[src/rtl/text_writer.sv]
// -----------------------------------------------------------------------------
// text_writer
//   Turns a stream of ASCII bytes into character-RAM writes for a COLS x ROWS
//   text screen. Bytes are buffered in a small FIFO, and each one is handled
//   in IDLE: printable characters, carriage return and backspace are acted on,
//   and any other byte is discarded. A line is cleared on every newline or
//   wrap. The whole screen is cleared after reset.
//
// Ports
//   clk         clock, rising-edge active
//   reset       asynchronous active-low reset
//   in_data     ASCII byte from the digest/keyboard stage
//   in_wren     one-cycle strobe, in_data valid when high
//   vram_addr   character RAM address {col[6:0], row[4:0]}
//   vram_data   character written to RAM
//   vram_we     one-cycle write strobe (addr/data hold while low)
//   cursor_col  cursor column, 0..COLS-1
//   cursor_row  cursor row, 0..ROWS-1
//   busy        high whenever the controller is not in IDLE
//   fifo_full   input buffer holds FIFO_DEPTH bytes
//   overflow    sticky: an input byte was dropped (cleared only by reset)
// -----------------------------------------------------------------------------
module text_writer #(
   parameter int unsigned COLS       = 70,
   parameter int unsigned ROWS       = 30,
   parameter int unsigned FIFO_DEPTH = 4
) (
   input  logic        clk,
   input  logic        reset,
   input  logic [7:0]  in_data,
   input  logic        in_wren,
   output logic [11:0] vram_addr,
   output logic [7:0]  vram_data,
   output logic        vram_we,
   output logic [6:0]  cursor_col,
   output logic [4:0]  cursor_row,
   output logic        busy,
   output logic        fifo_full,
   output logic        overflow
);

   localparam int unsigned AW = (FIFO_DEPTH > 1) ? $clog2(FIFO_DEPTH) : 1;
   localparam int unsigned CW = AW + 1;
   localparam logic [6:0]  LAST_COL = 7'(COLS - 1);
   localparam logic [4:0]  LAST_ROW = 5'(ROWS - 1);

   typedef enum logic [1:0] {
      S_CLR_ALL  = 2'd0,
      S_IDLE     = 2'd1,
      S_CLR_LINE = 2'd2
   } state_t;

   // ---------------------------------------------------------------- state
   state_t          r_state;
   logic [6:0]      r_col;
   logic [4:0]      r_row;
   logic [6:0]      r_clr_col;
   logic [4:0]      r_clr_row;
   logic            r_we;
   logic [11:0]     r_addr;
   logic [7:0]      r_data;
   logic            r_busy;
   logic            r_full;
   logic            r_ovf;
   logic [CW-1:0]   r_count;
   logic [AW-1:0]   r_wr_ptr;
   logic [AW-1:0]   r_rd_ptr;
   logic [7:0]      r_fifo [FIFO_DEPTH];

   // ---------------------------------------------------------------- next
   state_t          w_state_nxt;
   logic [6:0]      w_col_nxt;
   logic [4:0]      w_row_nxt;
   logic [6:0]      w_clr_col_nxt;
   logic [4:0]      w_clr_row_nxt;
   logic            w_we_nxt;
   logic [11:0]     w_addr_nxt;
   logic [7:0]      w_data_nxt;
   logic [CW-1:0]   w_count_nxt;
   logic [4:0]      w_row_inc;
   logic [7:0]      w_head;
   logic            w_pop;
   logic            w_push;
   logic            w_drop;

   // ---------------------------------------------------------------- FIFO
   assign w_head = r_fifo[r_rd_ptr];
   assign w_pop  = (r_state == S_IDLE) && (r_count != '0);
   // A full FIFO still accepts a byte when a pop frees a slot in the same cycle.
   assign w_push = in_wren && (!r_full || w_pop);
   assign w_drop = in_wren && r_full && !w_pop;
   assign w_count_nxt = r_count + CW'(w_push) - CW'(w_pop);

   always_ff @(posedge clk) begin
      if (w_push) begin
         r_fifo[r_wr_ptr] <= in_data;
      end
   end

   // ---------------------------------------------------------------- control
   assign w_row_inc = (r_row == LAST_ROW) ? '0 : r_row + 5'd1;

   always_comb begin
      w_state_nxt   = r_state;
      w_col_nxt     = r_col;
      w_row_nxt     = r_row;
      w_clr_col_nxt = r_clr_col;
      w_clr_row_nxt = r_clr_row;
      w_we_nxt      = 1'b0;
      w_addr_nxt    = r_addr;
      w_data_nxt    = r_data;

      case (r_state)
         S_CLR_ALL: begin
            w_we_nxt   = 1'b1;
            w_addr_nxt = {r_clr_col, r_clr_row};
            w_data_nxt = '0;
            if (r_clr_col == LAST_COL) begin
               w_clr_col_nxt = '0;
               if (r_clr_row == LAST_ROW) begin
                  w_clr_row_nxt = '0;
                  w_state_nxt   = S_IDLE;
               end else begin
                  w_clr_row_nxt = r_clr_row + 5'd1;
               end
            end else begin
               w_clr_col_nxt = r_clr_col + 7'd1;
            end
         end

         S_CLR_LINE: begin
            // Cursor row already points at the line being cleared.
            w_we_nxt   = 1'b1;
            w_addr_nxt = {r_clr_col, r_row};
            w_data_nxt = '0;
            if (r_clr_col == LAST_COL) begin
               w_clr_col_nxt = '0;
               w_state_nxt   = S_IDLE;
            end else begin
               w_clr_col_nxt = r_clr_col + 7'd1;
            end
         end

         S_IDLE: begin
            if (w_pop) begin
               if ((w_head >= 8'h20) && (w_head <= 8'h7E)) begin
                  w_we_nxt   = 1'b1;
                  w_addr_nxt = {r_col, r_row};
                  w_data_nxt = w_head;
                  if (r_col == LAST_COL) begin
                     w_col_nxt     = '0;
                     w_row_nxt     = w_row_inc;
                     w_clr_col_nxt = '0;
                     w_state_nxt   = S_CLR_LINE;
                  end else begin
                     w_col_nxt = r_col + 7'd1;
                  end
               end else if (w_head == 8'h0D) begin
                  w_col_nxt     = '0;
                  w_row_nxt     = w_row_inc;
                  w_clr_col_nxt = '0;
                  w_state_nxt   = S_CLR_LINE;
               end else if (w_head == 8'h08) begin
                  if (r_col != '0) begin
                     w_col_nxt  = r_col - 7'd1;
                     w_we_nxt   = 1'b1;
                     w_addr_nxt = {r_col - 7'd1, r_row};
                     w_data_nxt = '0;
                  end else if (r_row != '0) begin
                     w_col_nxt  = LAST_COL;
                     w_row_nxt  = r_row - 5'd1;
                     w_we_nxt   = 1'b1;
                     w_addr_nxt = {LAST_COL, r_row - 5'd1};
                     w_data_nxt = '0;
                  end
               end
            end
         end

         default: begin
            w_state_nxt = S_IDLE;
         end
      endcase
   end

   always_ff @(posedge clk or negedge reset) begin
      if (!reset) begin
         r_state   <= S_CLR_ALL;
         r_col     <= '0;
         r_row     <= '0;
         r_clr_col <= '0;
         r_clr_row <= '0;
         r_we      <= 1'b0;
         r_addr    <= '0;
         r_data    <= '0;
         r_busy    <= 1'b1;
         r_full    <= 1'b0;
         r_ovf     <= 1'b0;
         r_count   <= '0;
         r_wr_ptr  <= '0;
         r_rd_ptr  <= '0;
      end else begin
         r_state   <= w_state_nxt;
         r_col     <= w_col_nxt;
         r_row     <= w_row_nxt;
         r_clr_col <= w_clr_col_nxt;
         r_clr_row <= w_clr_row_nxt;
         r_we      <= w_we_nxt;
         r_addr    <= w_addr_nxt;
         r_data    <= w_data_nxt;
         r_busy    <= (w_state_nxt != S_IDLE);
         r_full    <= (w_count_nxt == CW'(FIFO_DEPTH));
         r_count   <= w_count_nxt;
         if (w_drop) begin
            r_ovf <= 1'b1;
         end
         if (w_push) begin
            r_wr_ptr <= r_wr_ptr + AW'(1);
         end
         if (w_pop) begin
            r_rd_ptr <= r_rd_ptr + AW'(1);
         end
      end
   end

   assign vram_addr  = r_addr;
   assign vram_data  = r_data;
   assign vram_we    = r_we;
   assign cursor_col = r_col;
   assign cursor_row = r_row;
   assign busy       = r_busy;
   assign fifo_full  = r_full;
   assign overflow   = r_ovf;

endmodule
[config.mk]
export PLATFORM = sky130hd
export DESIGN_NAME = text_writer
export DESIGN_NICKNAME = d
export VERILOG_FILES = /design/src/rtl/text_writer.sv
export SDC_FILE = /design/constraint.sdc
export NUM_CORES = 1
export LEC_CHECK = 0
export CORE_ASPECT_RATIO = 1.2
export CORE_UTILIZATION = 55
export CTS_CLUSTER_DIAMETER = 30
export DETAILED_ROUTE_END_ITERATION = 12
export PLACE_DENSITY = 0.77
export SYNTH_ARGS = -nofsm -noshare
export SYNTH_HDL_FRONTEND = slang
export SYNTH_SLANG_ARGS = --single-unit
[constraint.sdc]
create_clock -name clk -period 5.4 [get_ports clk]
set_clock_uncertainty 0.2 [all_clocks]
set_input_delay 1.35 -clock clk [delete_from_list [all_inputs] [get_ports clk]]
set_output_delay 1.35 -clock clk [all_outputs]
set_load 0.05 [all_outputs]
* Word level (Yosys, flattened, before mapping) *
Memories as Yosys holds them, arrays and structs flattened.
Index checks and enable logic that the tools add are counted.

operators by class
  $add $sub $neg = 10
  magnitude comparators = 2
  muxes and demuxes = 51
  equal/unequal tests = 18
  reductions and logical operators = 24

operators by type and width
  cell                                                                count
  2-to-1 mux 7 bit                                                    11
  2-to-1 mux 12 bit                                                   6
  2-to-1 mux 8 bit                                                    6
  2-to-1 mux 5 bit                                                    8
  case mux 12 bit (3 select lines)                                    1
  == test 8 x 4 -> 1 bit (second input constant)                      2
  case mux 8 bit (2 select lines)                                     1
  adder 7 x 1 -> 7 bit (second input constant)                        2
  == test 7 bit (second input constant)                               2
  2-to-1 mux 2 bit                                                    7
  case mux 7 bit (2 select lines)                                     1
  nonzero test 3 bit                                                  4
  adder 5 x 1 -> 5 bit (second input constant)                        2
  == test 5 bit (second input constant)                               2
  AND reduction 5 bit                                                 2
  greater-or-equal comparator 8 x 6 -> 1 bit (second input constant)  1
  <= comparator 8 x 7 -> 1 bit (second input constant)                1
  2-to-1 mux 1 bit                                                    8
  AND reduction 4 bit                                                 2
  nonzero test 7 bit                                                  1
  subtractor 7 x 1 -> 7 bit (second input constant)                   1
  != test 3 x 1 -> 1 bit (second input constant)                      2
  != test 3 bit (second input constant)                               2
  case mux 2 bit (3 select lines)                                     1
  other kinds (22)                                                    29

storage, ports and cells
  register bits = 57
  input port bits = 11
  logic and storage cells = 120
  RAM bits = 32
  memories = 1

memory list
  name    words  width  rd ports  clocked after memory_dff  write ports  line  source
  r_fifo  4      8      1         0                         1            68    logic [7:0] r_fifo [FIFO_DEPTH];

* Logic depth before layout (Yosys ltp) *
Gate-level depths: netlist of the first run.

  depth after elaboration = 8
  gate-level depth with buffers = 12
  mapped depth without buffers = 12

* Worst setup path before layout of the first run *
No wires, ideal clock.

  path kind = input to register
  start point = input port in_wren
  end point = register r_full (netlist: fifo_full)
  data required time = 5112 ps
  library setup time = 88 ps
  stages on the path = 9
  slack = 1999 ps
  arrival = 3112 ps
  cell sequence = a21boi_1 -> inv_1 -> ha_1 -> inv_1 -> ha_1 -> fa_1 -> xnor2_1 -> xnor2_1 -> nor3b_1

between the ends
  longest elaborated chain between the ends = 4

RTL lines
  item                       line  source
  from (decl)                31    input logic in_wren,
  logical AND 1 bit          90    assign w_push = in_wren && (!r_full || w_pop);
  adder 3 x 1 -> 3 bit       92    assign w_count_nxt = r_count + CW'(w_push) - CW'(w_pop);
  subtractor 3 x 1 -> 3 bit  92
  via w_count_nxt[2]         79    logic [CW-1:0] w_count_nxt;
  == test 3 bit              212   r_full <= (w_count_nxt == CW'(FIFO_DEPTH));
  to (signal assigned)       212
  to (decl)                  63    logic r_full;

The timed path passes the listed nets, and every way through them passes these cells.
A chain may end at the register's enable or synchronous reset.

* Worst setup path after layout of the first run *
  start point = register r_state[1]
  end point = register r_full (netlist: fifo_full)

between the ends
  longest elaborated chain between the ends = 7

RTL lines
  item                           line  source
  from (decl)                    54    state_t r_state;
  from (signal assigned)         203   r_state <= w_state_nxt;
  == test 2 x 1 -> 1 bit (*)     88    assign w_pop = (r_state == S_IDLE) && (r_count != '0);
  logical AND 1 bit (*)          88
  logical OR 1 bit               90
  logical AND 1 bit              90
  adder 3 x 1 -> 3 bit           92
  subtractor 3 x 1 -> 3 bit (*)  92
  via w_count_nxt[2]             79
  == test 3 bit (*)              212

The timed path passes the listed nets; every way through them passes the cells marked *.

==> impl_summary.txt, run 1 <==
----------------------------------------------------
[Power]
  Static power due to leakage ... around 2.2 nW
  Largest voltage drop on the vdd net ... roughly 0.29 mV
  Power Density ... 281.4 mW/mm2

[Finish]
  Synth-to-Final Area Change ... 14.08%
  Fraction of final layout cells with drive strength greater than 1 ... slightly below 8%
  Net count of the finished layout ... approximately 540
  Diode count ... 0
  Number of inserted filler cells in the final layout ... a little over 700
  Core Util, Final ... 65.21%

[Drt]
  DRC violations left ... 0
  Number of optimization iterations in the first detailed-route pass ... 5
  Iteration-0 DRC Markers ... 362
  Vias ... slightly below 4000
  WL/cell ... approximately 17 um
  Detailed-route vias per instance ... around 6.2
  Residual antenna-violating net count after detailed routing ... 0
  Total wirelength of the detailed-routed design ... between 10000 and 15000 um

[Worst setup path]
  Critical-path maximum fanout ... 25
  CP endpoint kind ... flop
  Startpoint of the most critical register-to-register path ... r_state[1]
  Type of element launching the critical path ... flop
  Arrival time at the worst endpoint ... 4.03 ns
  Endpoint required time on the critical path ... 5.49 ns
  Type of the setup path with the least slack ... flop to flop
  Crit. Startpoint ... r_state[1]

[STA]
  Final number of setup-violating endpoints ... 0
  Slew at the pin closest to its max-slew limit ... between 1 and 1.5 ns
  Fin Hold WS ... 0.2912 ns
  Final setup TNS ... 0 ns
  Headroom to the max-slew limit ... 32.70%
  Number of slew-limit violations in the final report ... 0
  Fin crit share ... roughly 73%
  Maximum clock frequency ... roughly 250 MHz
  Shortest clock period the worst path allows after layout ... approximately 3.9 ns
  RSZ-0062 raised after global routing ... false
  Final hold violations ... 0

[Die]
  Overall die area ... 0.009333 mm2
  Starting utilization of the core area ... between 50% and 60%
  Chip Width ... 88.36 um
  Die height ... 105.6 um
  Core Area ... approximately 0.0086 mm2
  Row Count ... 37
  Ports placed on the boundary ... 47

[CTS]
  Buffer count from post-CTS setup fixing ... 0
  Sink Count ... slightly below 90
  CTS clk-pin slew, worst paths ... around 0.10 ns
  Root Buffer ... clkbuf_8
  Clock latency on the worst-skew pair ... between 0.3 and 0.4 ns
  H-Tree Depth ... 3
  Number of buffers inserted for hold repair after clock tree synthesis ... 0
  Post-cts repair resize count ... 0
  CTS tree ... built
  Cts bufs inserted ... 9
  Number of buffers between clock root and the deepest sink ... 2

[Logic synthesis]
  Synth Register Bits ... 89
  Net count after synthesis ... 508
  Post-synthesis cell type count ... 66
  Sequential-to-total area share from yosys stat ... 48.53%
  Number of synthesis warnings ... 0
  Cell with the most instances after synthesis ... dfrtp_1
  Cell types occupying the most area after synthesis ... dfrtp_1 28%, edfxtp_1 20%, ha_1 5.6%
  Number of standard cells after synthesis ... 474
  Proportion of netlist area held by the largest area contributor ... 28.47%
  Post-synth top cells ... 56 x dfrtp_1, 32 x edfxtp_1, 31 x nand2_1, 29 x inv_1, 25 x a21oi_1
  Leading register cell type out of synthesis ... dfrtp_1
  Mean cell area of the mapped netlist ... 10.38 um2
  Post-synth EDFFs ... 32
  Leading area contributor after synthesis ... dfrtp_1
  Mapped Area ... 0.004922 mm2
  Fraction of registers with async set/reset ... between 60% and 70%

[Placement]
  Port Buffer Count ... 46
  Post-DP HPWL ... roughly 7600 um
  Final RePlAce weighted congestion ... about 0.86

[Global route]
  Overall global routing resource usage ... about a quarter
  Via count of the first global-routing pass ... between 3000 and 4000
  Wire length of the first global-routing pass ... about 18000 um
  Total global routing overflow ... 0
  Antenna violations before repair ... 0
  Pin count of the biggest net entering global routing ... just under 60

[Hold path]
  Type of the tightest min-delay check ... flop to flop
  Start point of the worst min-delay path ... overflow

[Job]
  Max-Cap Viols ... 0

[Outcome]
  Outcome ... completed

----------------------------------------------------
path summary, 6_finish.rpt:
check / cells past startpoint / slack, ns / end
setup / recovery: 12 / 1.46 / fifo_full
hold / removal: 1 / 0.29 / overflow
setup reg to reg: 12 / 1.46 / fifo_full
hold reg to reg: 1 / 0.29 / overflow
max in group asynchronous: 2 / 3.62 / overflow
min in group asynchronous: 2 / 0.92 / r_clr_row[3]
flip-flops by register name, indices dropped and copies added, names as in the netlist, 3 cells and up:
name and flops:
r_clr_row 5, vram_addr 12, cursor_row 5, vram_data 8, r_fifo 32, r_clr_col 7
cursor_col 7, r_count 3
metrics by stage:
stage	worst slack, ns	cells	power, W	cell area, um2
after floorplan	1.999	474	0.001001	4922
after global placement	1.431	609	0.001071	5399
after detailed placement	1.328	609	0.001087	5399
after CTS	1.428	625	0.001589	5615
after global routing	1.067	625	0.001648	5615
final	1.459	625	0.001580	5615
area by class of cell:
cell class	instances	area [um2]	area share, %
sequential	89	2389	42.54
clock inverter	7	92.59	1.649
timing repair buffer	50	485.5	8.645
tap	117	146.4	2.607
multi-input combinational	324	2270	40.42
inverter	29	108.9	1.938
clock buffer	9	123.9	2.206
critical path: stages, from the launching register on:
cell	delay (ns)
dfrtp_1	0.44
inv_1	0.10
ha_1	0.73
nand2b_1	0.32
a21boi_1	0.47
inv_1	0.09
ha_1	0.29
inv_1	0.04
ha_1	0.18
fa_1	0.37
xnor2_1	0.23
xnor2_1	0.18
nor3b_1	0.21
cell families (layout without fill, tap and decap cells):
logic type      Yosys count  after routing  synth area share, %
compound gates          122            122                15.91
xor+xnor                  5              5               0.8896
fa+ha+maj                23             23                5.999
buf+inv                  61             95                5.363
flops                    89             89                48.53
mux                      22             22                6.736
simple gates            152            152                16.57
placed cells by master (no fill, tap or decap), drive strengths merged, types with 8 or more instances in the layout:
cell type / count
nand3: 20
dfrtp: 56
nor2: 23
o21ai: 41
nor3: 21
edfxtp: 32
clkbuf: 9
mux2: 9
mux4: 8
a21oi: 25
inv: 34
ha: 22
nand2: 31
nand4: 9
nor4: 8
clkdlybuf4s50: 45
report_power, final:
part	switching, W	internal, W	leakage, nW	total (W)
Sequential	0.0000251	0.000773	1.04	0.000798
Clock	0.000274	0.000229	0.112	0.000503
Combinational	0.000180	0.0000990	1.07	0.000279
layer usage:
metal | global-route usage, % | routed length, um | vias to the layer above
li1 | - | - | 1817
met1 | 34.02 | 4504 | 1916
met2 | 40.11 | 5485 | 149
met3 | 4.464 | 616 | 15
met4 | 10.37 | 168 | 0
met5 | 0 | 0 | -
Power figures use the tool's default switching activity.
==> inputs of run 2 (changes only) <==
==> constraint.sdc (replaced) <==
create_clock -name clk -period 3.66 [get_ports clk]
set_clock_uncertainty 0.2 [all_clocks]
set_input_delay 0.915 -clock clk [delete_from_list [all_inputs] [get_ports clk]]
set_output_delay 0.915 -clock clk [all_outputs]
set_load 0.05 [all_outputs]
==> run 2 against run 1 <==
Register-to-register slack worse by 1.1 ns; global-route usage is 1.8 points higher; combinational power is 54% higher; sequential power is 48% higher; critical endpoint is now vram_addr[10]; largest cell class unchanged; critical path type unchanged; cell area is 1.2% higher; clock-buffer cell count stayed put; wire length is 8.0% higher; critical path depth is 6 lower; first-iteration DRC count is 33% higher.
==> impl_summary.txt, run 2 (same netlist as run 1, synthesis figures left out) <==
----------------------------------------------------
[Worst setup path]
  Endpoint required time on the critical path ... 3.73 ns
  Critical-path maximum fanout ... 14
  CP endpoint kind ... flop
  Type of element launching the critical path ... flop
  Type of the setup path with the least slack ... flop to flop
  R2R setup slack ... 0.41 ns
  Arrival time at the worst endpoint ... about 3.3 ns

[STA]
  RSZ-0062 raised after global routing ... false
  Fin Hold WS ... a little under 0.3 ns
  Number of slew-limit violations in the final report ... 0
  Fin crit share ... about nine tenths
  Shortest clock period the worst path allows after layout ... approximately 3.3 ns
  Final number of setup-violating endpoints ... 0
  Maximum clock frequency ... ~310 MHz
  Final hold violations ... 0
  Slew at the pin closest to its max-slew limit ... approximately 1.1 ns
  Headroom to the max-slew limit ... 28.33%
  Final setup TNS ... 0 ns

[Die]
  Row Count ... 37
  Chip Width ... between 80 and 90 um
  Ports placed on the boundary ... 47
  Die height ... 105.6 um
  Core Area ... 0.008611 mm2
  Overall die area ... roughly 0.0093 mm2
  Starting utilization of the core area ... between 50% and 60%

[CTS]
  Sink Count ... 89
  Root Buffer ... clkbuf_8
  Number of buffers inserted for hold repair after clock tree synthesis ... 0
  CTS tree ... built
  H-Tree Depth ... 3
  CTS clk-pin slew, worst paths ... ~0.1 ns
  Post-cts repair resize count ... 0
  Buffer count from post-CTS setup fixing ... 0
  Number of buffers between clock root and the deepest sink ... 2
  Cts bufs inserted ... 9
  Clock latency on the worst-skew pair ... between 0.3 and 0.4 ns

[Drt]
  Number of optimization iterations in the first detailed-route pass ... 5
  Vias ... a little under 4000
  Detailed-route vias per instance ... just over 6
  Total wirelength of the detailed-routed design ... ~12000 um
  Residual antenna-violating net count after detailed routing ... 0
  DRC violations left ... 0
  Iteration-0 DRC Markers ... approximately 480
  WL/cell ... about 18 um

[Finish]
  Biggest register ... r_fifo
  Synth-to-Final Area Change ... 15.48%
  Most frequent cells in the layout ... 56 x dfrtp_1, 45 x clkdlybuf4s50_1, 32 x edfxtp_1
  Flip-flop count of the largest register, all copies and words added ... 32
  Final instance area ... 0.005684 mm2
  Commonest non-fill, non-tap cell in the layout ... dfrtp_1
  Diode count ... 0
  Net count of the finished layout ... around 550
  Number of inserted filler cells in the final layout ... ~700
  Fraction of final layout cells with drive strength greater than 1 ... approximately a tenth

[Power]
  Proportion of power drawn by flip-flops and latches ... roughly half
  Switching fraction of total power ... between 30% and 40%
  Switching power ... around 0.00072 W
  Largest voltage drop on the vdd net ... 0.3313 mV
  Static power due to leakage ... roughly 2.3 nW
  Clock network fraction of design power ... between 20% and 30%
  Design internal power ... around 0.0016 W
  Power after layout ... between 0.002 and 0.0025 W
  Power Density ... 404.3 mW/mm2
  Gate power share ... 18.7%

[Placement]
  Final RePlAce weighted congestion ... between 0.8 and 0.9
  Post-DP HPWL ... around 8300 um
  Cell area after placement ... roughly 0.0055 mm2
  Port Buffer Count ... between 40 and 50

[Outcome]
  Outcome ... completed

[Global route]
  Overall global routing resource usage ... between 20% and 30%
  Wire length of the first global-routing pass ... just under 20000 um
  Via count of the first global-routing pass ... 3901
  Pin count of the biggest net entering global routing ... 47
  Antenna violations before repair ... 0
  Total global routing overflow ... 0

[Hold path]
  Type of the tightest min-delay check ... flop to flop

[Job]
  Max-Cap Viols ... 0

----------------------------------------------------
-- run 2: cell count changes in the layout (fill, tap and decap cells not counted) --
cell	previous run	this run
buf_4	4	15
bufinv_16	1	0
clkinv_8	0	1
-- run 2: layout make-up --
| cell class | instances | area, um2 | share of cell area (%) |
|---|---|---|---|
| Sequential cell | 89 | 2389 | 42.02 |
| Tap cell | 117 | 146.4 | 2.575 |
| Clock buffer | 9 | 123.9 | 2.179 |
| Clock inverter | 7 | 78.83 | 1.387 |
| Multi-Input combinational cell | 324 | 2270 | 39.93 |
| Inverter | 29 | 108.9 | 1.915 |
| Timing Repair Buffer | 61 | 568.0 | 9.993 |
-- run 2: worst max-delay path, stage by stage, from the launching register on --
cell and delay (ns):
dfrtp_1 0.61, mux4_2 0.61, nor4_1 0.46, o211ai_1 0.24, a211oi_2 0.29, or2_2 0.38, mux2_1 0.36
-- run 2: metrics by stage --
step	instances	worst slack, ns	utilization (%)
2_1_floorplan	474	0.6944	-
3_3_place_gp	620	0.3642	63.66
3_5_place_dp	620	0.2165	63.66
4_1_cts	636	0.3624	66.01
5_1_grt	636	0.2042	66.01
6_report	636	0.4061	66.01
-- run 2: power by group through the flow --
stage	registers (W)	logic [W]	clock network (W)
floorplan	0.00121	0.000271	0
global placement	0.00120	0.000399	0
detailed placement	0.00120	0.000432	0
CTS	0.00118	0.000433	0.000698
global route	0.00119	0.000470	0.000739
finish	0.00118	0.000429	0.000687
-- run 2: routing by layer --
layer / track usage (%) / wire, um / vias to the layer above / part of all wire (%)
met5: 0 / 0 / - / 0
met4: 9.677 / 206 / 0 / 1.8
met3: 5.873 / 747 / 23 / 6.4
li1: - / - / 1840 / -
met2: 43.74 / 5920 / 150 / 51
met1: 35.46 / 4759 / 1931 / 41
-- run 2: worst paths after layout --
path / start / endpoint / cells past startpoint
max: r_rd_ptr[0] / vram_addr[10] / 6
min: vram_addr[2] / vram_addr[2] / 1
max reg2reg: r_rd_ptr[0] / vram_addr[10] / 6
min reg2reg: vram_addr[2] / vram_addr[2] / 1
max in group asynchronous: reset / vram_data[2] / 2
min in group asynchronous: reset / r_clr_row[3] / 1
==> inputs of run 3 (changes only) <==
--- a/config.mk
+++ b/config.mk
@@ -6,10 +6,10 @@
 export NUM_CORES = 1
 export LEC_CHECK = 0
 export CORE_ASPECT_RATIO = 1.2
-export CORE_UTILIZATION = 55
+export CORE_MARGIN = 1
+export CORE_UTILIZATION = 35
 export CTS_CLUSTER_DIAMETER = 30
 export DETAILED_ROUTE_END_ITERATION = 12
-export PLACE_DENSITY = 0.77
 export SYNTH_ARGS = -nofsm -noshare
 export SYNTH_HDL_FRONTEND = slang
 export SYNTH_SLANG_ARGS = --single-unit
==> run 3 against run 2 <==
Utilization fell by 23 points; setup slack improved by 0.043 ns; via count is 3.8% lower; maximum frequency rose by 1.3%; combinational power barely moved; worst hold slack worse by 0.014 ns; critical path depth rose by 1; sequential share of layout area fell by 1.3 points; critical endpoint is now vram_addr[6].
==> impl_summary.txt, run 3 (same netlist as run 1, synthesis figures left out) <==
----------------------------------------------------
[Drt]
  DRC violations left ... 0
  Residual antenna-violating net count after detailed routing ... 0
  Detailed-route vias per instance ... about 5.5
  Iteration-0 DRC Markers ... approximately 330
  Vias ... 3794
  Total wirelength of the detailed-routed design ... about 12000 um
  Number of optimization iterations in the first detailed-route pass ... 5
  WL/cell ... roughly 18 um

[Worst setup path]
  Arrival time at the worst endpoint ... 3.24 ns
  Critical-path maximum fanout ... 20
  Endpoint required time on the critical path ... 3.69 ns
  CP endpoint kind ... flop
  Type of the setup path with the least slack ... flop to flop
  Type of element launching the critical path ... flop

[Die]
  Overall die area ... around 0.015 mm2
  Chip Width ... around 110 um
  Core Area ... 0.01376 mm2
  Row Count ... 47
  Die height ... about 130 um
  Starting utilization of the core area ... around 36%
  Ports placed on the boundary ... 47

[Power]
  Largest voltage drop on the vdd net ... around 0.36 mV
  Gate power share ... between 10% and 20%
  Static power due to leakage ... about 2.3 nW
  Proportion of power drawn by flip-flops and latches ... a little under half
  Power Density ... 432.7 mW/mm2
  Design internal power ... around 0.0018 W
  Switching power ... between 0.0007 and 0.0008 W
  Clock network fraction of design power ... a little under two fifths
  Switching fraction of total power ... ~30%

[Outcome]
  Outcome ... completed

[CTS]
  Root Buffer ... clkbuf_16
  Sink Count ... 89
  Cts bufs inserted ... 9
  Clock latency on the worst-skew pair ... 0.35 ns
  H-Tree Depth ... 3
  Number of buffers between clock root and the deepest sink ... 2
  Post-cts repair resize count ... 0
  CTS clk-pin slew, worst paths ... 0.07 ns
  Number of buffers inserted for hold repair after clock tree synthesis ... 0
  Buffer count from post-CTS setup fixing ... 0
  CTS tree ... built

[Placement]
  Port Buffer Count ... between 40 and 50
  Final RePlAce weighted congestion ... 0.9087
  Post-DP HPWL ... 8734 um

[STA]
  RSZ-0062 raised after global routing ... false
  Fin crit share ... 87.74%
  Slew at the pin closest to its max-slew limit ... around 0.86 ns
  Maximum clock frequency ... between 300 and 400 MHz
  Number of slew-limit violations in the final report ... 0
  Final hold violations ... 0
  Shortest clock period the worst path allows after layout ... about 3.2 ns
  Final setup TNS ... 0 ns
  Headroom to the max-slew limit ... between 40% and 50%
  Final number of setup-violating endpoints ... 0

[Global route]
  Via count of the first global-routing pass ... ~3700
  Wire length of the first global-routing pass ... about 20000 um
  Antenna violations before repair ... 0
  Pin count of the biggest net entering global routing ... 58
  Overall global routing resource usage ... between 10% and 20%
  Total global routing overflow ... 0

[Finish]
  Number of inserted filler cells in the final layout ... about 1300
  Diode count ... 0
  Commonest non-fill, non-tap cell in the layout ... dfrtp_1
  Net count of the finished layout ... 550
  Synth-to-Final Area Change ... 19.17%
  Flip-flop count of the largest register, all copies and words added ... 32
  Area used by sequential logic in the layout ... between 0.002 and 0.0025 mm2
  Biggest register ... r_fifo
  Most frequent cells in the layout ... 56 x dfrtp_1, 45 x clkdlybuf4s50_1, 32 x edfxtp_1
  Core Util, Final ... a little over two fifths
  Fraction of final layout cells with drive strength greater than 1 ... between 10% and 20%
  Area of combinational cells with multiple inputs ... 0.002270 mm2

[Job]
  Max-Cap Viols ... 0

[Hold path]
  Type of the tightest min-delay check ... flop to flop

----------------------------------------------------
run 3: critical path, cell delays in order (launching register included):
cell	delay, ns
dfrtp_1	0.38
buf_4	0.22
mux4_2	0.58
nor4b_4	0.37
o211ai_1	0.21
a211oi_2	0.31
or2_2	0.45
mux2_1	0.37
run 3: worst paths after layout:
| path | startpoint | endpoint | slack, ns | cells after the start |
|---|---|---|---|---|
| max | r_rd_ptr[0] | vram_addr[6] | 0.45 | 7 |
| min | overflow | overflow | 0.28 | 1 |
| max reg2reg | r_rd_ptr[0] | vram_addr[6] | 0.45 | 7 |
| min reg2reg | overflow | overflow | 0.28 | 1 |
| max in group asynchronous | reset | r_clr_col[4] | 2.23 | 2 |
| min in group asynchronous | reset | cursor_row[0] | 0.52 | 2 |
run 3: per-stage QoR:
step           hold slack (ns)  instance area [um2]  total power (W)  std cells  setup slack, ns
5_1_grt                 0.3087                 5866         0.002654        692           0.1934
3_3_place_gp            0.2575                 5564         0.001609        676           0.3654
4_1_cts                 0.2876                 5866         0.002570        692           0.4177
6_report                0.2827                 5866         0.002538        692           0.4487
2_1_floorplan           0.2600                 4922         0.001477        474           0.6944
3_5_place_dp            0.2573                 5564         0.001632        676           0.2425
run 3: power groups by stage:
stage               combinational (W)  clock (W)  sequential, W
finish                       0.000427   0.000932        0.00118
global route                 0.000473   0.000992        0.00119
CTS                          0.000435   0.000956        0.00118
detailed placement           0.000433          0        0.00120
global placement             0.000413          0        0.00120
floorplan                    0.000271          0        0.00121
run 3: per-layer routing:
metal | global-route usage (%) | wire length (um) | up-vias
met3 | 3.856 | 587 | 19
met4 | 6.433 | 291 | 0
met2 | 28.88 | 5865 | 92
met5 | 0 | 0 | -
met1 | 23.42 | 5390 | 1838
li1 | - | - | 1845
run 3: layout make-up:
cell class | instances | area share (%)
Clock buffer | 9 | 3.840
Clock inverter | 7 | 1.301
Inverter | 29 | 1.856
Multi-Input combinational cell | 324 | 38.69
Sequential cell | 89 | 40.72
Tap cell | 171 | 3.648
Timing Repair Buffer | 63 | 9.940
==> variant 1, RTL diff (config.mk and constraints of run 2) <==
Re-encode `state_t` (3 states) as one-hot, 3 bits wide.
--- a/src/rtl/text_writer.sv
+++ b/src/rtl/text_writer.sv
@@ -44,10 +44,10 @@
    localparam logic [6:0]  LAST_COL = 7'(COLS - 1);
    localparam logic [4:0]  LAST_ROW = 5'(ROWS - 1);
 
-   typedef enum logic [1:0] {
-      S_CLR_ALL  = 2'd0,
-      S_IDLE     = 2'd1,
-      S_CLR_LINE = 2'd2
+   typedef enum logic [2:0] {
+      S_CLR_ALL  = 3'b001,
+      S_IDLE     = 3'b010,
+      S_CLR_LINE = 3'b100
    } state_t;
 
    // ---------------------------------------------------------------- state
Behaviour: same outputs for any inputs over 10 cycles, from zero or initial values and one cycle with reset low; not proved beyond that.
==> variant 1 against run 2 <==
- cell count shrank 9.7%
- sequential cell count grew 1
- synthesized area shrank 6.9%
- routed wire length shrank 20%
- die area shrank 6.8%
- setup slack lost 0.11 ns
- final area shrank 6.5%
- highest routed layer unchanged
Power is not compared: it rests on default switching activity, and its combinational part moved more than twofold at a synthesized area within 25%.
==> variant 1: results (changes against run 2) <==
The fraction of registers with async set/reset is 64.4% (+0.40 points), and the net switching power is 0.00248 W. On the critical path, the stage with the largest delay is an instance of or4b_1. The first-pass GRT wire length is 16000 µm (-17%). Largest register by flop count: r_fifo. VDD sags by at most 0.508 mV.

Ranked by total cell area, the synthesized netlist is headed by dfrtp_1 (31%), edfxtp_1 (21%), ha_1 (4.4%), o21ai_0 (4.3%), mux4_2 (3.9%). For the final weighted congestion in routability-driven placement, the log shows 0.908 (+1.6%). The tools report the number of nets at the end of the flow as 502 (-8.4%). The detailed-router iteration count before antenna repair was 4 (-1). The commonest cells after synthesis are dfrtp_1 (56), o21ai_0 (39), nor2_1 (34).

The setup slack at placement was 0.155 ns (-0.0618 ns); the register clock-pin slew on the reported worst setup and hold paths was 0.10 ns (about the same). Share of layout cells above drive strength 1: 11.3% (+1.4 points). The overall routed net length is 9330 µm (-20%), and the violation count after the first detailed-route iteration is 200 (-58%).

The largest single stage delay on the critical path is 0.60 ns. The clock root buffer was clkbuf_8. The internal power came out at 0.00273 W. The estimated wirelength of the detail-placed design was 6740 µm (-19%); the post-synth net total was 457 (-10%). The initial antenna violation count came out at 0 (unchanged). For the sequential group, total power comes out at 0.00166 W. The run gives 0 (unchanged) as the post-cts resize count.

The number of global-route vias before repair was 3360 (-14%); the sequential element share of the synthesized area was 52.7% (+4.2 points). Setup violation total in the final timing report: 0 (unchanged). The run finished with clean final reports. The number of diodes added for antenna fixing is 0 (unchanged), and the pin count of the biggest net entering global routing is 44 (-6.4%). The clock buffer count from CTS is 9 (unchanged), and the number of library cell types mapped by synthesis is 54 (-18%).

The via-per-instance ratio is 5.93 (-4.4%), and the overall fraction of global-route tracks in use is 23.7% (-3.3 points). Buffers inserted during post-CTS setup optimization: 0 (unchanged). The buffer levels on the longest clock path came out at 2 (unchanged). The largest driver fanout on the critical path works out to 20 (+6). The data arrival at the endpoint of the critical path is 3.43 ns (+0.11 ns).

Total of buffers placed on input and output ports: 46 (unchanged). TritonCTS built the clock tree. The max-slew headroom at the worst pin was 34.5% (+6.2 points); the total number of yosys warnings was 0 (unchanged). The flip-flop count of the largest register after layout came out at 32 (unchanged).

The part of the power in the clock network came out at 12.8%.
variant 1: logic make-up (layout without fill, tap and decap cells):
kind of cell | after synthesis | count (layout) | share of synthesized area, %
AOI/OAI and AO/OA | 104 | 104 | 14.0
xor gates and xnor gates | 10 | 10 | 1.91
adders and majority gates | 17 | 17 | 4.81
buffers and inverters | 50 | 100 | 4.72
DFF | 90 | 90 | 52.7
muxes | 18 | 18 | 6.34
and+or+nand+nor | 140 | 140 | 15.5
variant 1: layout make-up:
class                   count  area, µm²
fillers                   665       2790
flip-flops and latches     90       2410
multi-input cells         289       1950
repair buffers             57        538
clock buffers               9        124
well taps                  95        119
inverters                  27        101
clock inverters             7       68.8
variant 1: critical path, delay by kind of cell (launching register included):
| kind | cells | cell delay (ns) |
|---|---|---|
| buf+inv | 1 | 0.27 |
| mux | 2 | 0.93 |
| flops | 1 | 0.54 |
| simple gates | 3 | 1.17 |
| compound gates | 1 | 0.14 |
variant 1: layer usage:
layer | vias up | global-route usage [%] | share of wire, %
met2 | 75 | 42.4 | 53
li1 | 1640 | - | -
met1 | 1673 | 28.3 | 42
met5 | - | 0 | 0
met4 | 0 | 11.4 | 2.0
met3 | 16 | 3.80 | 2.9
variant 1: metrics by stage:
step	std cells	instance area [µm²]
finish	574	5320
global route	574	5320
CTS	574	5320
detailed placement	558	5120
global placement	558	5120
floorplan	429	4580
variant 1: final timing paths:
kind	from	to	slack [ns]	cells after the start
setup / recovery	r_rd_ptr[0]	vram_addr[11]	0.30	7
hold / removal	overflow	overflow	0.30	1
setup reg to reg	r_rd_ptr[0]	vram_addr[11]	0.30	7
hold reg to reg	overflow	overflow	0.30	1
max in group asynchronous	reset	vram_addr[4]	1.99	2
min in group asynchronous	reset	r_clr_col[3]	0.49	1
==> variant 2, RTL diff (settings of run 2) <==
Made on the original files. The parameter `FIFO_DEPTH` goes from 4 to 16.
--- a/src/rtl/text_writer.sv
+++ b/src/rtl/text_writer.sv
@@ -23,7 +23,7 @@
 module text_writer #(
    parameter int unsigned COLS       = 70,
    parameter int unsigned ROWS       = 30,
-   parameter int unsigned FIFO_DEPTH = 4
+   parameter int unsigned FIFO_DEPTH = 16
 ) (
    input  logic        clk,
    input  logic        reset,
Check against the original RTL: not equivalent (Yosys sat finds a counterexample within 10 cycles, from zero or initial values and one cycle with reset low).
==> variant 2 against run 2 <==
- combinational power up 83%
- count of clock-buffer cells in the layout is 8 higher
- routed wire length grew 73%
- setup slack got worse by 0.20 ns
- sequential share of layout area up 9.1 points
- synthesized cell count up 42%
- sequential cell count grew 102
- final area rose by 87%
- synthesized area increased by 88%
- total power grew 130%
- highest routed layer unchanged
==> variant 2: results (changes against run 2) <==
The share of layout cells above drive strength 1 was 16.7% (+6.9 points). By area the synthesized netlist is led by edfxtp_1 (41%), dfrtp_1 (17%), mux4_2 (4.9%), mux4_1 (3.4%), ha_1 (3.4%). Clock latency of the later-clocked register in the worst-skew pair: 0.44 ns (+0.07 ns).

The logs give 674 (+42%) for the instance count of the mapped netlist and 929 (+50%) for the instance count after placement with tap cells included. The run finished with clean final reports. The logs give 0.00379 W (+140%) for the internal power and 58.4% (+9.9 points) for the sequential element share of the synthesized area. The run gives 3.94 nW (+73%) as the reported leakage power. The final-layout fill cell count is 1202 (+72%), and the highest cell delay on the worst timing path is 0.46 ns (-0.15 ns).

The run gives 10000 µm² (+83%) as the placed standard-cell area. The tools report the worst flop-to-flop path endpoint as cursor_col[4]. The kind of cell adding the most delay to the critical path was compound AO/OA/AOI/OAI gates. The number of enable flip-flop cells after synthesis was 128 (+300%). Ranked by instance count, the synthesized netlist is headed by edfxtp_1 (128), dfrtp_1 (62), nand2_1 (60). The depth of the CTS H-tree was 4 (+1). Actual transition at the worst max-transition pin: 0.816 ns (-0.259 ns). Register clock-pin slew on the reported worst setup and hold paths: 0.07 ns (-0.03 ns). The setup slack at placement is -0.0536 ns (-0.270 ns). The run gives 559 (+16%) as the violation count after the first detailed-route iteration.

The flip-flop count of the largest register after layout was 128 (+300%). The largest voltage drop on the vdd net came out at 0.373 mV (+13%). The clock buffer count from CTS came out at 17 (+8). The clock root buffer was clkbuf_16.

The via count of the routed design is 6066 (+54%), and the number of global-route vias before repair is 6134 (+57%). The power density over the cells works out to 493 nW/µm² (+22%). The logs give 0.20 ns (-0.20 ns) for the minimum setup slack among reg-to-reg paths and 0.00263 W (+120%) for the power in sequential cells. For the estimated wirelength of the detail-placed design, the log shows 14100 µm (+71%). The logs give 24.9% (-2.1 points) for the overall fraction of global-route tracks in use and 95 (+44%) for the number of library cell types mapped by synthesis. The shortest clock period the worst path allows after layout came out at 3.46 ns (+0.204 ns).

The largest driver fanout on the critical path is 23 (+9), and the worst slack on hold paths is 0.216 ns (-0.0809 ns). The count of cells along the worst register-to-register path was 10 (+4). The slowest stage of the critical path is the o21ai_4 cell. The largest register by flop count is r_fifo.

The run gives 32400 µm (+69%) as the first-pass GRT wire length. The run gives 0.932 (+4.2%) as the final weighted congestion in routability-driven placement. The run gives 773 (+41%) as the number of nets at the end of the flow. The beginning of the worst register-to-register path is r_rd_ptr[1]. The tools report the combinational-cell power consumption as 0.000783 W (+83%).
-- variant 2: cell types whose count changed after synthesis, moves of 9 or more --
cell / run 2 / this run
edfxtp_1: 32 / 128
mux2i_1: 5 / 16
mux4_1: 0 / 12
mux4_2: 8 / 20
nand2_1: 31 / 60
o21ai_1: 19 / 10
-- variant 2: layer usage --
| layer | vias up | GRT usage, % | part of all wire [%] |
|---|---|---|---|
| met5 | - | 0 | 0 |
| met4 | 0 | 11.8 | 3.0 |
| met3 | 55 | 3.82 | 5.4 |
| met2 | 279 | 44.3 | 53 |
| met1 | 3018 | 29.8 | 39 |
| li1 | 2714 | - | - |
-- variant 2: final cells by class --
cell class | instances | area [µm²] | share of cell area [%]
tap | 212 | 265 | 2.50
timing repair buffer | 72 | 676 | 6.37
clock buffer | 17 | 425 | 4.01
multi-input combinational | 422 | 3550 | 33.4
sequential | 191 | 5420 | 51.1
inverter | 32 | 120 | 1.13
clock inverter | 15 | 154 | 1.45
-- variant 2: logic make-up (layout without fill, tap and decap cells) --
group | after synthesis | in the layout | share of synthesized area, %
multiplexers | 55 | 55 | 10.9
AND/OR/NAND/NOR | 191 | 191 | 10.7
flip-flops | 191 | 191 | 58.4
XOR/XNOR | 13 | 13 | 1.23
buffers and inverters | 61 | 136 | 3.39
adder cells (fa/ha/maj) | 26 | 26 | 3.59
AO/OA/AOI/OAI | 137 | 137 | 11.8
-- variant 2: worst max path at each step --
stage                     start       endpoint  depth (start not counted)
CTS                  r_count[2]      fifo_full                         16
floorplan            r_count[3]      fifo_full                         18
global placement        in_wren      fifo_full                         12
finish              r_rd_ptr[1]  cursor_col[4]                         10
detailed placement      in_wren      fifo_full                         12
global route         r_count[3]      fifo_full                         16
